### src/rtl/cart_mapper_if.sv
// CPU-side cartridge bus plus the registered ROM-read address returned to the cart RAM.
interface cart_mapper_if;
    logic [15:0] addr;
    logic        wr;
    logic        SLTSL_n;
    logic [7:0]  d_from_cpu;
    logic [24:0] mem_addr;
    logic        mem_oe;

    modport master (output addr, wr, SLTSL_n, d_from_cpu, input mem_addr, mem_oe);
    modport slave  (input addr, wr, SLTSL_n, d_from_cpu, output mem_addr, mem_oe);
endinterface

### src/rtl/cart_mapper.sv
// MSX cartridge mapper: bank switching for Konami, Konami SCC, ASCII8 and ASCII16.
// Translates CPU addresses into masked ROM byte addresses, with one cycle of latency.
// Unknown, GameMaster2 and reserved mapper codes fall back to a plain offset window.
module cart_mapper (
    input  logic        clk,
    input  logic        reset,
    input  logic [2:0]  mapper,
    input  logic [3:0]  offset,
    input  logic [24:0] rom_size,
    input  logic        ioctl_isROM,
    cart_mapper_if.slave bus
);
    localparam logic [2:0] M_NONE    = 3'd1;
    localparam logic [2:0] M_KONAMI  = 3'd3;
    localparam logic [2:0] M_SCC     = 3'd4;
    localparam logic [2:0] M_ASCII8  = 3'd5;
    localparam logic [2:0] M_ASCII16 = 3'd6;

    logic [2:0]      eff_mapper;
    logic [2:0]      mapper_q;
    logic            sel;
    logic            wr_q;
    logic            wr_edge;
    logic [3:0][7:0] bank;
    logic [3:0][7:0] bank_dflt;
    logic            bank_hit;
    logic [1:0]      bank_idx;
    logic [1:0]      region;
    logic [24:0]     raw;
    logic            in_window;
    logic            oe_c;
    logic [24:0]     rom_m1;
    logic [24:0]     size_mask_c;
    logic [24:0]     size_mask;
    logic [24:0]     mem_addr_q;
    logic            mem_oe_q;

    assign sel     = ~bus.SLTSL_n & ~ioctl_isROM;
    assign wr_edge = bus.wr & sel & ~wr_q;
    // 8 KB window slot: 4000->0, 6000->1, 8000->2, A000->3
    assign region  = bus.addr[14:13] - 2'd2;
    assign oe_c    = sel & ~bus.wr & in_window;

    assign bus.mem_addr = mem_addr_q;
    assign bus.mem_oe   = mem_oe_q;

    // Fold the codes without a bank scheme onto the plain offset mapping
    always_comb begin
        eff_mapper = M_NONE;
        case (mapper)
            M_KONAMI, M_SCC, M_ASCII8, M_ASCII16: eff_mapper = mapper;
            default:                              eff_mapper = M_NONE;
        endcase
    end

    // Power-up/switch bank contents for the incoming mapper
    always_comb begin
        bank_dflt = '0;
        if (eff_mapper == M_KONAMI || eff_mapper == M_SCC)
            bank_dflt = {8'd3, 8'd2, 8'd1, 8'd0};
    end

    // Which bank register, if any, a CPU write targets
    always_comb begin
        bank_hit = 1'b0;
        bank_idx = 2'd0;
        case (eff_mapper)
            M_KONAMI: begin
                case (bus.addr[15:13])
                    3'd3: begin bank_hit = 1'b1; bank_idx = 2'd1; end
                    3'd4: begin bank_hit = 1'b1; bank_idx = 2'd2; end
                    3'd5: begin bank_hit = 1'b1; bank_idx = 2'd3; end
                    default: ;
                endcase
            end
            M_SCC: begin
                case (bus.addr[15:11])
                    5'h0A: begin bank_hit = 1'b1; bank_idx = 2'd0; end
                    5'h0E: begin bank_hit = 1'b1; bank_idx = 2'd1; end
                    5'h12: begin bank_hit = 1'b1; bank_idx = 2'd2; end
                    5'h16: begin bank_hit = 1'b1; bank_idx = 2'd3; end
                    default: ;
                endcase
            end
            M_ASCII8: begin
                if (bus.addr[15:13] == 3'd3) begin
                    bank_hit = 1'b1;
                    bank_idx = bus.addr[12:11];
                end
            end
            M_ASCII16: begin
                case (bus.addr[15:11])
                    5'h0C: begin bank_hit = 1'b1; bank_idx = 2'd0; end
                    5'h0E: begin bank_hit = 1'b1; bank_idx = 2'd1; end
                    default: ;
                endcase
            end
            default: ;
        endcase
    end

    // CPU address to unmasked ROM offset, using the banks as they stand before any write
    always_comb begin
        in_window = 1'b0;
        raw       = '0;
        case (eff_mapper)
            M_KONAMI, M_SCC, M_ASCII8: begin
                in_window = (bus.addr[15:14] == 2'b01) || (bus.addr[15:14] == 2'b10);
                raw       = {4'd0, bank[region], bus.addr[12:0]};
            end
            M_ASCII16: begin
                in_window = (bus.addr[15:14] == 2'b01) || (bus.addr[15:14] == 2'b10);
                raw       = {3'd0, bank[{1'b0, bus.addr[15]}], bus.addr[13:0]};
            end
            default: begin
                in_window = 1'b1;
                raw       = {9'd0, bus.addr} - {9'd0, offset, 12'd0};
            end
        endcase
    end

    // Mask = next power of two minus one; size 0 wraps to all ones
    always_comb begin
        rom_m1      = rom_size - 25'd1;
        size_mask_c = '0;
        for (int i = 0; i < 25; i++)
            size_mask_c[i] = |(rom_m1 >> i);
    end

    // Size mask tracks rom_size one cycle behind, independent of reset
    always_ff @(posedge clk) begin
        size_mask <= size_mask_c;
    end

    // Bank state: reset and mapper switches load defaults, else first cycle of a write updates
    always_ff @(posedge clk) begin
        if (reset) begin
            wr_q     <= 1'b0;
            mapper_q <= mapper;
            bank     <= bank_dflt;
        end else begin
            wr_q     <= bus.wr & sel;
            mapper_q <= mapper;
            if (ioctl_isROM || (mapper != mapper_q))
                bank <= bank_dflt;
            else if (wr_edge && bank_hit)
                bank[bank_idx] <= bus.d_from_cpu;
        end
    end

    // Registered read address, forced to zero whenever no valid read is presented
    always_ff @(posedge clk) begin
        if (reset) begin
            mem_addr_q <= '0;
            mem_oe_q   <= 1'b0;
        end else begin
            mem_oe_q   <= oe_c;
            mem_addr_q <= oe_c ? (raw & size_mask) : 25'd0;
        end
    end
endmodule
### src/flat_wrapper.sv
// flat-port wrapper written by rule: the top's interface ports become plain ports
module cart_mapper_flat 
  (clk, reset, mapper, offset, rom_size, ioctl_isROM, bus_addr, bus_wr, bus_SLTSL_n, bus_d_from_cpu, bus_mem_addr, bus_mem_oe);
  cart_mapper_if bus_i ();
  input  logic clk;
  input  logic reset;
  input  logic [2:0] mapper;
  input  logic [3:0] offset;
  input  logic [24:0] rom_size;
  input  logic ioctl_isROM;
  input wire logic [$bits(bus_i.addr)-1:0] bus_addr;
  input wire logic [$bits(bus_i.wr)-1:0] bus_wr;
  input wire logic [$bits(bus_i.SLTSL_n)-1:0] bus_SLTSL_n;
  input wire logic [$bits(bus_i.d_from_cpu)-1:0] bus_d_from_cpu;
  output wire logic [$bits(bus_i.mem_addr)-1:0] bus_mem_addr;
  output wire logic [$bits(bus_i.mem_oe)-1:0] bus_mem_oe;
  assign bus_i.addr = bus_addr;
  assign bus_i.wr = bus_wr;
  assign bus_i.SLTSL_n = bus_SLTSL_n;
  assign bus_i.d_from_cpu = bus_d_from_cpu;
  assign bus_mem_addr = bus_i.mem_addr;
  assign bus_mem_oe = bus_i.mem_oe;
  cart_mapper u_core (.clk(clk), .reset(reset), .mapper(mapper), .offset(offset), .rom_size(rom_size), .ioctl_isROM(ioctl_isROM), .bus(bus_i));
endmodule
### config.mk
export PLATFORM = sky130hd
export DESIGN_NAME = cart_mapper_flat
export DESIGN_NICKNAME = d
export VERILOG_FILES = /design/src/rtl/cart_mapper_if.sv /design/src/rtl/cart_mapper.sv /design/src/flat_wrapper.sv
export SDC_FILE = /design/constraint.sdc
export NUM_CORES = 1
export LEC_CHECK = 0
export CORE_UTILIZATION = 45
export DETAILED_ROUTE_END_ITERATION = 16
export PLACE_DENSITY = 0.73
export REMOVE_ABC_BUFFERS = 1
export SLEW_MARGIN = 20
export SYNTH_ARGS = -nofsm -noshare
export SYNTH_HDL_FRONTEND = slang
export SYNTH_SLANG_ARGS = --single-unit
### constraint.sdc
create_clock -name clk -period 3 [get_ports clk]
set_input_delay 0.75 -clock clk [delete_from_list [all_inputs] [get_ports clk]]
set_output_delay 0.75 -clock clk [all_outputs]
set_load 0.01 [all_outputs]
==> metrics.csv, run 1 <==
stage,metric,value,unit
outcome,run_status,"complete, no violations",
setup_path,path_cells,clkdlybuf4s50_1 -> nor4_1 -> nand4_1 -> xnor2_1 -> a211o_4 -> or2_1 -> or3_1,
die,core_area,0.00986,mm2
grt,grt.total_usage,0.238,
die,dieArea,0.0107,mm2
power_and_ir_drop,p_int,1890,uW
grt,antenna_found_initial,0,
synthesis,syn_avg_cell_area,9.75,um2
drt,drt_iter0_drc,281,
die,pin_count,87,
sta,final_max_slew_viol_count,0,
clocking,cts.sinks,87,
clocking,cts_root_buf,clkbuf_8,
die,initial_utilization,0.467,
placed_design,hpwl,9.56,mm
setup_path,crit_type,in -> reg,
cells_and_area,drive_gt1_frac,0.249,
synthesis,synthCells,473,
cells_and_area,fillers,761,
placed_design,io_buffer_count,86,
min_path,hold_start,u_core.size_mask[16]$_DFF_P_,
clocking,clock_path_buffers,2,
setup_path,slowest_delay,0.50,ns
synthesis,ys_ff_latch,87,
power_and_ir_drop,p_per_area,378,mW/mm2
sta,hold_viol,0,
synthesis,yosysSeqAreaShare,0.447,
drt,vias_per_cell,5.54,
setup_path,startpoint,rom_size[15],
sta,setup_ws,0.0509,ns
setup_path,worst_setup_path_end_kind,flop,
power_and_ir_drop,clockPowerShare,0.331,
cells_and_area,layout_common_cells,"buf_4, clkdlybuf4s50_1, dfxtp_1",
synthesis,synth_warnings,0,
clocking,htreeDepth,3,
cells_and_area,diodes,0,
power_and_ir_drop,swShare,0.250,
die,die_x,103,um
setup_path,crit_slowest_cell,clkdlybuf4s50_1,
setup_path,crit_family,simple AND/OR/NAND/NOR gates,
cells_and_area,area_delta_synth_final,44.5,%
setup_path,worstSetupStartpointType,primary input,
sta,fmax,339,MHz
setup_path,r2r_start,u_core.wr_q$_SDFF_PP0_,
synthesis,synth_ff_type,dfxtp_1,
setup_path,crit_required,3.23,ns
drt,vias,4359,
synthesis,synth.cell_area,0.00461,mm2
job,cap_violations,0,
power_and_ir_drop,p_switching,630,uW
sta,period_minus_slack,2.95,ns
drt,finalWirelength,12.5,mm
sta,slew_headroom,0.604,
setup_path,arrival,3.18,ns
setup_path,critPathBufInv,1,
min_path,hold_class,reg -> reg,
grt,grt_pass1_wl,19.6,mm
cells_and_area,nets,717,
setup_path,crit_fanout,4,
sta,worstMarginPinSlew,0.591,ns
power_and_ir_drop,seqPwrFrac,0.500,
sta,fin_skew,0.00998,ns
synthesis,async_flop_share,0,
die,chipHeight,103,um
die,rows,36,
synthesis,yosysUniqueCellTypes,65,
clocking,cts_made_buffers,9,
grt,overflow,0,
cells_and_area,final_common_cell,buf_4,
power_and_ir_drop,power_frac_comb,0.169,
power_and_ir_drop,ir_worst_vdd,254,uV
grt,grt_max_degree,31,
sta,final-setup-viol-count,0,
clocking,cts_tree,built,
drt,ant_nets,0,
clocking,clk_latency,0.36,ns
placed_design,place_congestion,0.942,
sta,period_share,0.983,
grt,grt_pass1_vias,4105,
drt,drcViolationCount,0,
clocking,cts_hold_buf,0,
drt,post_drt_wl_per_cell,15.8,um
placed_design,place_ws,-0.559,ns
clocking,clk_pin_slew,0.08,ns
power_and_ir_drop,p_total,2520,uW
synthesis,synth_edf_count,32,
drt,first_pass_iters,5,
power_and_ir_drop,p_leak,0.00275,uW
[final timing paths]
path | endpoint | slack (ns) | depth (start not counted)
worst max-delay path | u_core.size_mask[2]$_DFF_P_ | 0.05 | 7
worst min-delay path | u_core.bus.mem_addr[16]$_SDFF_PP0_ | 0.41 | 2
worst max register to register | u_core.bank[24]$_DFFE_PP_ | 1.34 | 3
worst min register to register | u_core.bus.mem_addr[16]$_SDFF_PP0_ | 0.41 | 2
[synth_stat cells (8+ instances only)]
library cell / n / area [um2]
o21ai_0: 38 / 190
mux2_2: 8 / 90.1
nor3_1: 8 / 40.0
and3_1: 16 / 100
dfxtp_1: 55 / 1100
nand3_1: 24 / 120
xnor2_1: 13 / 114
nand2_1: 49 / 184
clkbuf_1: 19 / 71.3
mux4_2: 8 / 180
a21oi_1: 18 / 90.1
edfxtp_1: 32 / 961
inv_1: 18 / 67.6
or3_1: 11 / 68.8
mux2i_1: 13 / 130
nor2_1: 30 / 113
[worst register-to-register path, cell delays in order, from the launching register on]
cell and delay, ns:
dfxtp_1 0.31, nor4b_1 0.44, nand3_1 0.23, o21ai_0 0.36
[routing by layer]
| metal | global-route usage | part of all wire | vias up |
|---|---|---|---|
| met2 | 0.384 | 0.47 | 187 |
| met5 | 0 | 0 | - |
| met4 | 0.0791 | 0.017 | 0 |
| met3 | 0.0437 | 0.068 | 24 |
| li1 | - | - | 2102 |
| met1 | 0.323 | 0.44 | 2046 |
[stage by stage]
stage,instances,instance area (um2),hold WS (ns),utilization,setup TNS [ns]
4_1_cts,781,6560,0.418,0.665,0
3_5_place_dp,763,6270,0.406,0.636,-9.55
2_1_floorplan,447,4480,0.394,-,-0.160
6_report,787,6660,0.413,0.675,0
5_1_grt,787,6660,0.435,0.675,-0.371
3_3_place_gp,763,6270,0.397,0.636,-8.11
[registers in the layout (all words and copies together) (netlist names)]
register             flops
u_core.bank             32
u_core.bus.mem_oe        1
u_core.size_mask        25
u_core.wr_q              1
u_core.mapper_q          3
u_core.bus.mem_addr     25
[cell type report]
type	instances	area, um2	share of cell area
clock buffers	12	145	0.0218
inverters	19	71.3	0.0107
well taps	133	166	0.0250
repair buffers	191	1710	0.257
flip-flops and latches	87	2060	0.309
clock inverters	4	53.8	0.00808
multi-input cells	341	2450	0.368
[what timing repair did]
| action | 4_1_cts | 5_1_grt |
|---|---|---|
| buffers inserted | 2 | 6 |
| gates resized for setup | 14 | 15 |
| setup endpoints to repair | 12 | 14 |
| pin swaps | 10 | 7 |
[power groups by stage]
stage | Combinational (uW) | Sequential, uW | Clock, uW
after floorplan | 145 | 1280 | 0
after global placement | 397 | 1280 | 0
after detailed placement | 404 | 1290 | 0
after CTS | 415 | 1260 | 845
after global routing | 454 | 1260 | 895
final | 425 | 1260 | 832
[cells by family (layout without fill, tap and decap cells)]
kind of cell | count (synthesis) | count (layout) | synth area share
adders and majority gates | 7 | 7 | 0.0206
xor gates and xnor gates | 17 | 17 | 0.0323
and+or+nand+nor | 195 | 195 | 0.245
muxes | 29 | 29 | 0.0869
AOI/OAI and AO/OA | 93 | 93 | 0.124
buffers and inverters | 45 | 226 | 0.0432
DFF | 87 | 87 | 0.447
(Power assumes the default switching activity.)
==> run 2: changes to the inputs <==
--- a/config.mk
+++ b/config.mk
@@ -8,6 +8,7 @@
 export CORE_UTILIZATION = 45
 export DETAILED_ROUTE_END_ITERATION = 16
 export PLACE_DENSITY = 0.73
+export RECOVER_POWER = 100
 export REMOVE_ABC_BUFFERS = 1
 export SLEW_MARGIN = 20
 export SYNTH_ARGS = -nofsm -noshare
==> run 2 against run 1 <==
  * First-iteration DRC count increased by 0.71%
  * Cell count unchanged
  * Register-to-register slack got worse by 0.04 ns
  * Routed wire length decreased by 0.22%
  * Fmax decreased by 0.51%
  * Hold slack about the same
  * Via count about the same
  * Utilization decreased by 0.46 points
  * Non-clock buffer count unchanged
  * Critical path type unchanged
==> metrics.csv, run 2 (synthesis results as in run 1) <==
stage,metric,value,unit,change
power_and_ir_drop,p_switching,630,uW,about the same
die,dieArea,0.0107,mm2,unchanged
clocking,clock_path_buffers,2,,unchanged
drt,wl_met2,5.87,mm,-0.68%
grt,grt_max_degree,31,,unchanged
cells_and_area,instances_no_fill,787,,unchanged
drt,drt_iter0_drc,283,,+0.71%
power_and_ir_drop,clockPowerShare,0.333,,+0.002
cells_and_area,final_common_cell,buf_4,,
cells_and_area,regMostFlops,u_core.bank,,
sta,fin_skew,0.0100,ns,+0.0000684 ns
die,rows,36,,unchanged
grt,antenna_found_initial,0,,unchanged
power_and_ir_drop,p_int,1880,uW,-0.24%
die,chipHeight,103,um,unchanged
job,cap_violations,0,,unchanged
min_path,hold_class,reg -> reg,,
sta,period_share,0.988,,+0.00501
placed_design,place_congestion,0.942,,unchanged
die,core_area,0.00986,mm2,unchanged
grt,grt.total_usage,0.238,,unchanged
clocking,clk_pin_slew,0.08,ns,about the same
placed_design,io_buffer_count,86,,unchanged
min_path,hold_start,u_core.size_mask[16]$_DFF_P_,,
grt,overflow,0,,unchanged
drt,met1_length,5.47,mm,-0.67%
setup_path,crit_required,3.24,ns,about the same
sta,hold_viol,0,,unchanged
clocking,cts_hold_buf,0,,unchanged
cells_and_area,fillers,772,,+1.4%
setup_path,arrival,3.21,ns,+0.03 ns
drt,top_layer,met4,,
grt,grt_pass1_vias,4105,,unchanged
sta,final_max_slew_viol_count,0,,unchanged
drt,drcViolationCount,0,,unchanged
cells_and_area,largest_register_ffs,32,,unchanged
sta,worstMarginPinSlew,0.560,ns,-0.0315 ns
drt,wl_met3,881,um,+3.4%
setup_path,worstSetupStartpointType,primary input,,
clocking,clk_latency,0.36,ns,about the same
power_and_ir_drop,seqPwrFrac,0.501,,about the same
power_and_ir_drop,p_leak,0.00282,uW,+2.2%
sta,period_minus_slack,2.96,ns,+0.0150 ns
sta,tns,0,ns,unchanged
sta,fmax,337,MHz,-0.51%
placed_design,place_inst,763,,unchanged
setup_path,worst_setup_path_end_kind,flop,,
drt,ant_nets,0,,unchanged
clocking,cts.sinks,87,,unchanged
outcome,run_status,"complete, no violations",,
die,pin_count,87,,unchanged
grt,grt_pass1_wl,19.6,mm,unchanged
sta,final-setup-viol-count,0,,unchanged
cells_and_area,area_delta_synth_final,43.6,%,
cells_and_area,layout_common_cells,"buf_4, dfxtp_1, nand2_1",,
power_and_ir_drop,p_total,2510,uW,-0.16%
drt,first_pass_iters,5,,unchanged
cells_and_area,drive_gt1_frac,0.245,,-0.00459
cells_and_area,diodes,0,,unchanged
setup_path,r2r_start,u_core.wr_q$_SDFF_PP0_,,
drt,finalWirelength,12.4,mm,-0.22%
setup_path,crit_fanout,6,,+2
drt,post_drt_wl_per_cell,15.8,um,-0.22%
drt,vias,4360,,+0.023%
power_and_ir_drop,power_frac_comb,0.166,,-0.003
setup_path,startpoint,rom_size[15],,
setup_path,crit_type,in -> reg,,
die,initial_utilization,0.467,,unchanged
clocking,cts_made_buffers,9,,unchanged
power_and_ir_drop,ir_worst_vdd,255,uV,+0.39%
clocking,htreeDepth,3,,unchanged
cells_and_area,nets,717,,unchanged
power_and_ir_drop,p_per_area,380,mW/mm2,+0.51%
sta,slew_headroom,0.625,,+0.0211
clocking,cts_root_buf,clkbuf_8,,
placed_design,hpwl,9.56,mm,unchanged
clocking,cts_tree,built,,
power_and_ir_drop,swShare,0.251,,+0.000595
drt,vias_per_cell,5.54,,about the same
die,die_x,103,um,unchanged
## run 2: cell types whose count changed in the layout (fill, tap and decap cells not counted), sizes merged
cell,change
dlygate4sd3,+29
clkdlybuf4s50,-29
clkbuf,+6
buf,-6
## run 2: power groups by stage
| stage | Sequential, uW | Combinational, uW | Clock [uW] |
|---|---|---|---|
| 2_1_floorplan | 1280 | 145 | 0 |
| 3_3_place_gp | 1280 | 397 | 0 |
| 3_5_place_dp | 1290 | 404 | 0 |
| 4_1_cts | 1260 | 415 | 845 |
| 5_1_grt | 1260 | 448 | 895 |
| 6_report | 1260 | 417 | 835 |
## run 2: through the flow
step,instance area [um2],hold WS (ns),utilization,setup WS [ns]
after floorplan,4480,0.394,-,-0.143
after global placement,6270,0.397,0.636,-0.526
after detailed placement,6270,0.406,0.636,-0.559
after CTS,6560,0.418,0.665,0.00525
after global routing,6620,0.435,0.671,-0.0972
final,6620,0.413,0.671,0.0359
## run 2: cell type report
class	count	area (um2)	share of cell area
multi-input combinational	341	2430	0.367
clock inverter	4	53.8	0.00813
timing repair buffer	191	1690	0.256
inverter	19	71.3	0.0108
sequential	87	2060	0.312
clock buffer	12	145	0.0219
tap	133	166	0.0251
## run 2: worst max-delay path, stage by stage
cell,delay [ns]
clkdlybuf4s50_1,0.50
nor4_1,0.48
nand4_1,0.29
xnor2_1,0.21
a211o_4,0.34
nor4_2,0.35
buf_4,0.21
nand3_1,0.08
## run 2: what timing repair did
item	4_1_cts	5_1_grt
pin swaps	10	7
cloned	0	0
endpoints found under the setup margin	12	14
setup buffers	2	6
gates resized for setup	14	15
## run 2: path summary, 6_finish.rpt
kind	endpoint	slack [ns]	depth (start not counted)
hold / removal	u_core.bus.mem_addr[16]$_SDFF_PP0_	0.41	2
setup reg to reg	u_core.bank[23]$_SDFFCE_PN0P_	1.30	4
setup / recovery	u_core.size_mask[6]$_DFF_P_	0.04	8
hold reg to reg	u_core.bus.mem_addr[16]$_SDFF_PP0_	0.41	2
## run 2: layer usage
layer  vias up  GRT usage
li1       2098          -
met1      2047      0.323
met2       189      0.384
met3        26     0.0437
met4         0     0.0791
met5         -          0
==> run 3: changes to the inputs <==
--- a/config.mk
+++ b/config.mk
@@ -5,11 +5,12 @@
 export SDC_FILE = /design/constraint.sdc
 export NUM_CORES = 1
 export LEC_CHECK = 0
-export CORE_UTILIZATION = 45
+export CORE_UTILIZATION = 55
 export DETAILED_ROUTE_END_ITERATION = 16
-export PLACE_DENSITY = 0.73
+export PLACE_DENSITY = 0.84
 export RECOVER_POWER = 100
 export REMOVE_ABC_BUFFERS = 1
+export SKIP_LAST_GASP = 1
 export SLEW_MARGIN = 20
 export SYNTH_ARGS = -nofsm -noshare
 export SYNTH_HDL_FRONTEND = slang
==> constraint.sdc (replaced) <==
create_clock -name clk -period 3.6 [get_ports clk]
set_input_delay 0.9 -clock clk [delete_from_list [all_inputs] [get_ports clk]]
set_output_delay 0.9 -clock clk [all_outputs]
set_load 0.01 [all_outputs]
==> run 3 against run 2 <==
  * Flip-flop and latch count is the same
  * Count of clock-buffer cells in the layout shrank 3
  * Die area shrank 18%
  * Sequential share of layout area grew 2.2 points
  * Non-clock buffer count shrank 39
  * Clock power shrank 6.9%
  * Global-route usage grew 5.3 points
  * Setup slack gained 0.053 ns
  * Routed wire length shrank 1.3%
  * Cell count shrank 8.5%
  * Critical endpoint is now u_core.size_mask[2]$_DFF_P_
==> metrics.csv, run 3 (synthesis results as in run 1) <==
stage,metric,value,unit,change
setup_path,crit_end,u_core.size_mask[2]$_DFF_P_,,
setup_path,crit_slowest_cell,or4_1,,
placed_design,place_congestion,0.931,,-1.2%
sta,fmax,285,MHz,
drt,ant_nets,0,,unchanged
grt,antenna_found_initial,0,,unchanged
placed_design,placed_cell_area,0.00598,mm2,-4.7%
setup_path,arrival,3.74,ns,+0.53 ns
cells_and_area,final_common_cell,buf_4,,
clocking,cts_setup_buffers,0,,-2
setup_path,crit_fanout,5,,-1
drt,vias,4251,,-2.5%
clocking,htreeDepth,3,,unchanged
power_and_ir_drop,p_total,2140,uW,-15%
cells_and_area,nets,678,,-5.4%
grt,grt_max_degree,31,,unchanged
sta,grt_setup_unrepaired,false,,
clocking,clock_path_buffers,2,,unchanged
outcome,run_status,"complete, no violations",,
clocking,clk_latency,0.36,ns,about the same
sta,slew_headroom,0.562,,-0.0626
die,core_area,0.00818,mm2,-17%
sta,fin_skew,0.0152,ns,+0.00515 ns
clocking,cts_made_buffers,9,,unchanged
die,die_x,93.5,um,-9.4%
clocking,cts_tree,built,,
grt,grt_pass1_wl,19.7,mm,+0.92%
cells_and_area,instances_no_fill,720,,-8.5%
setup_path,reg2reg_depth,5,,+1
job,cap_violations,0,,unchanged
power_and_ir_drop,ir_worst_vdd,250,uV,-2.2%
clocking,cts.sinks,87,,unchanged
setup_path,worstSetupStartpointType,primary input,,
setup_path,worst_setup_path_end_kind,flop,,
setup_path,slowest_delay,0.70,ns,+0.20 ns
cells_and_area,diodes,0,,unchanged
clocking,cts_root_buf,clkbuf_8,,
die,chipHeight,93.5,um,-9.4%
setup_path,ff2ff_setup_slack,2.00,ns,+0.70 ns
setup_path,crit_required,3.83,ns,+0.59 ns
drt,finalWirelength,12.3,mm,-1.3%
drt,first_pass_iters,5,,unchanged
placed_design,hpwl,9.11,mm,-4.8%
cells_and_area,regMostFlops,u_core.bank,,
die,pin_count,87,,unchanged
setup_path,startpoint,rom_size[8],,
setup_path,crit_type,in -> reg,,
sta,period_share,0.975,,
grt,grt.total_usage,0.290,,+0.0527
die,dieArea,0.00875,mm2,-18%
setup_path,r2r_start,u_core.mapper_q[1]$_DFF_P_,,
sta,hold_viol,0,,unchanged
sta,final-setup-viol-count,0,,unchanged
cells_and_area,layout_common_cells,"buf_4, clkdlybuf4s50_1, dfxtp_1",,
sta,final_max_slew_viol_count,0,,unchanged
drt,post_drt_wl_per_cell,17.1,um,+7.8%
setup_path,path_cells,clkdlybuf4s50_1 -> or4_1 -> nor4b_1 -> and3_1 -> o2111ai_1 -> buf_4 -> or2_1 -> or3_1,,
grt,overflow,0,,unchanged
die,initial_utilization,0.564,,+0.0965
clocking,cts_hold_buf,0,,unchanged
drt,drcViolationCount,0,,unchanged
grt,grt_pass1_vias,4194,,+2.2%
placed_design,place_inst,704,,-7.7%
power_and_ir_drop,p_leak,0.00254,uW,-9.8%
cells_and_area,drive_gt1_frac,0.176,,-0.0690
setup_path,regToRegEndpoint,u_core.bank[2]$_SDFFCE_PN0P_,,
clocking,clk_pin_slew,0.09,ns,about the same
sta,period_minus_slack,3.51,ns,
placed_design,io_buffer_count,86,,unchanged
drt,drt_iter0_drc,236,,-17%
min_path,hold_class,reg -> reg,,
cells_and_area,area_delta_synth_final,34.1,%,
sta,worstMarginPinSlew,0.657,ns,+0.0969 ns
die,rows,33,,-8.3%
power_and_ir_drop,p_per_area,346,mW/mm2,-8.8%
cells_and_area,largest_register_ffs,32,,unchanged
cells_and_area,fin_util,0.756,,+0.0850
drt,vias_per_cell,5.90,,+6.6%
cells_and_area,fin_area,0.00618,mm2,-6.6%
-- run 3: cell count changes in the layout (fill, tap and decap cells not counted), sizes merged --
cell	delta
buf	-42
clkdlybuf4s50	+10
dlymetal6s2s	-10
dlygate4sd2	-2
dlygate4sd3	+2
inv	+2
bufinv	+1
clkinv	+1
clkinvlp	-1
-- run 3: layer usage --
metal  vias to the layer above  global-route usage  part of all wire
li1                       2013                   -                 -
met4                         0               0.106             0.020
met1                      1987               0.376              0.42
met2                       222               0.485              0.48
met3                        29              0.0520             0.080
met5                         -                   0                 0
-- run 3: final cells by class --
class / instances / area, um2
clock buffer: 9 / 124
clock inverter: 7 / 103
fill: 552 / 2000
inverter: 19 / 71.3
multi-input combinational: 341 / 2350
sequential: 87 / 2060
tap: 105 / 131
timing repair buffer: 152 / 1340
-- run 3: worst min path at each step --
| stage | depth (start not counted) | end | slack, ns | start |
|---|---|---|---|---|
| after floorplan | 2 | u_core.bus.mem_addr[22]$_SDFF_PP0_ | 0.39 | u_core.size_mask[22]$_DFF_P_ |
| after global routing | 2 | u_core.bus.mem_addr[18]$_SDFF_PP0_ | 0.44 | u_core.size_mask[18]$_DFF_P_ |
| final | 2 | u_core.bus.mem_addr[24]$_SDFF_PP0_ | 0.42 | u_core.size_mask[24]$_DFF_P_ |
| after detailed placement | 2 | u_core.bus.mem_addr[23]$_SDFF_PP0_ | 0.41 | u_core.size_mask[23]$_DFF_P_ |
| after global placement | 2 | u_core.bus.mem_addr[24]$_SDFF_PP0_ | 0.41 | u_core.size_mask[24]$_DFF_P_ |
| after CTS | 2 | u_core.bus.mem_addr[23]$_SDFF_PP0_ | 0.42 | u_core.size_mask[23]$_DFF_P_ |
-- run 3: repair_timing --
action	CTS	global route
setup endpoints to repair	0	2
gates resized for setup	0	2
endpoints found under the hold margin	0	0
-- run 3: worst max-delay path, delay by kind of cell --
family / cells / cell delay [ns]
buffers and inverters: 2 / 0.68
AND/OR/NAND/NOR: 5 / 2.02
AO/OA/AOI/OAI: 1 / 0.13
-- run 3: through the flow --
| stage | hold slack, ns | setup WS, ns | setup TNS, ns |
|---|---|---|---|
| final | 0.420 | 0.0888 | 0 |
| after global routing | 0.440 | 0.0581 | 0 |
| after CTS | 0.422 | 0.126 | 0 |
| after detailed placement | 0.407 | -0.207 | -1.29 |
| after global placement | 0.408 | -0.0826 | -0.123 |
| after floorplan | 0.394 | 0.307 | 0 |
-- run 3: power by group --
part | switching (uW) | leakage, uW | internal, uW
Combinational | 153 | 0.00160 | 160
Clock | 377 | 0.000112 | 400
Sequential | 10.3 | 0.000833 | 1040
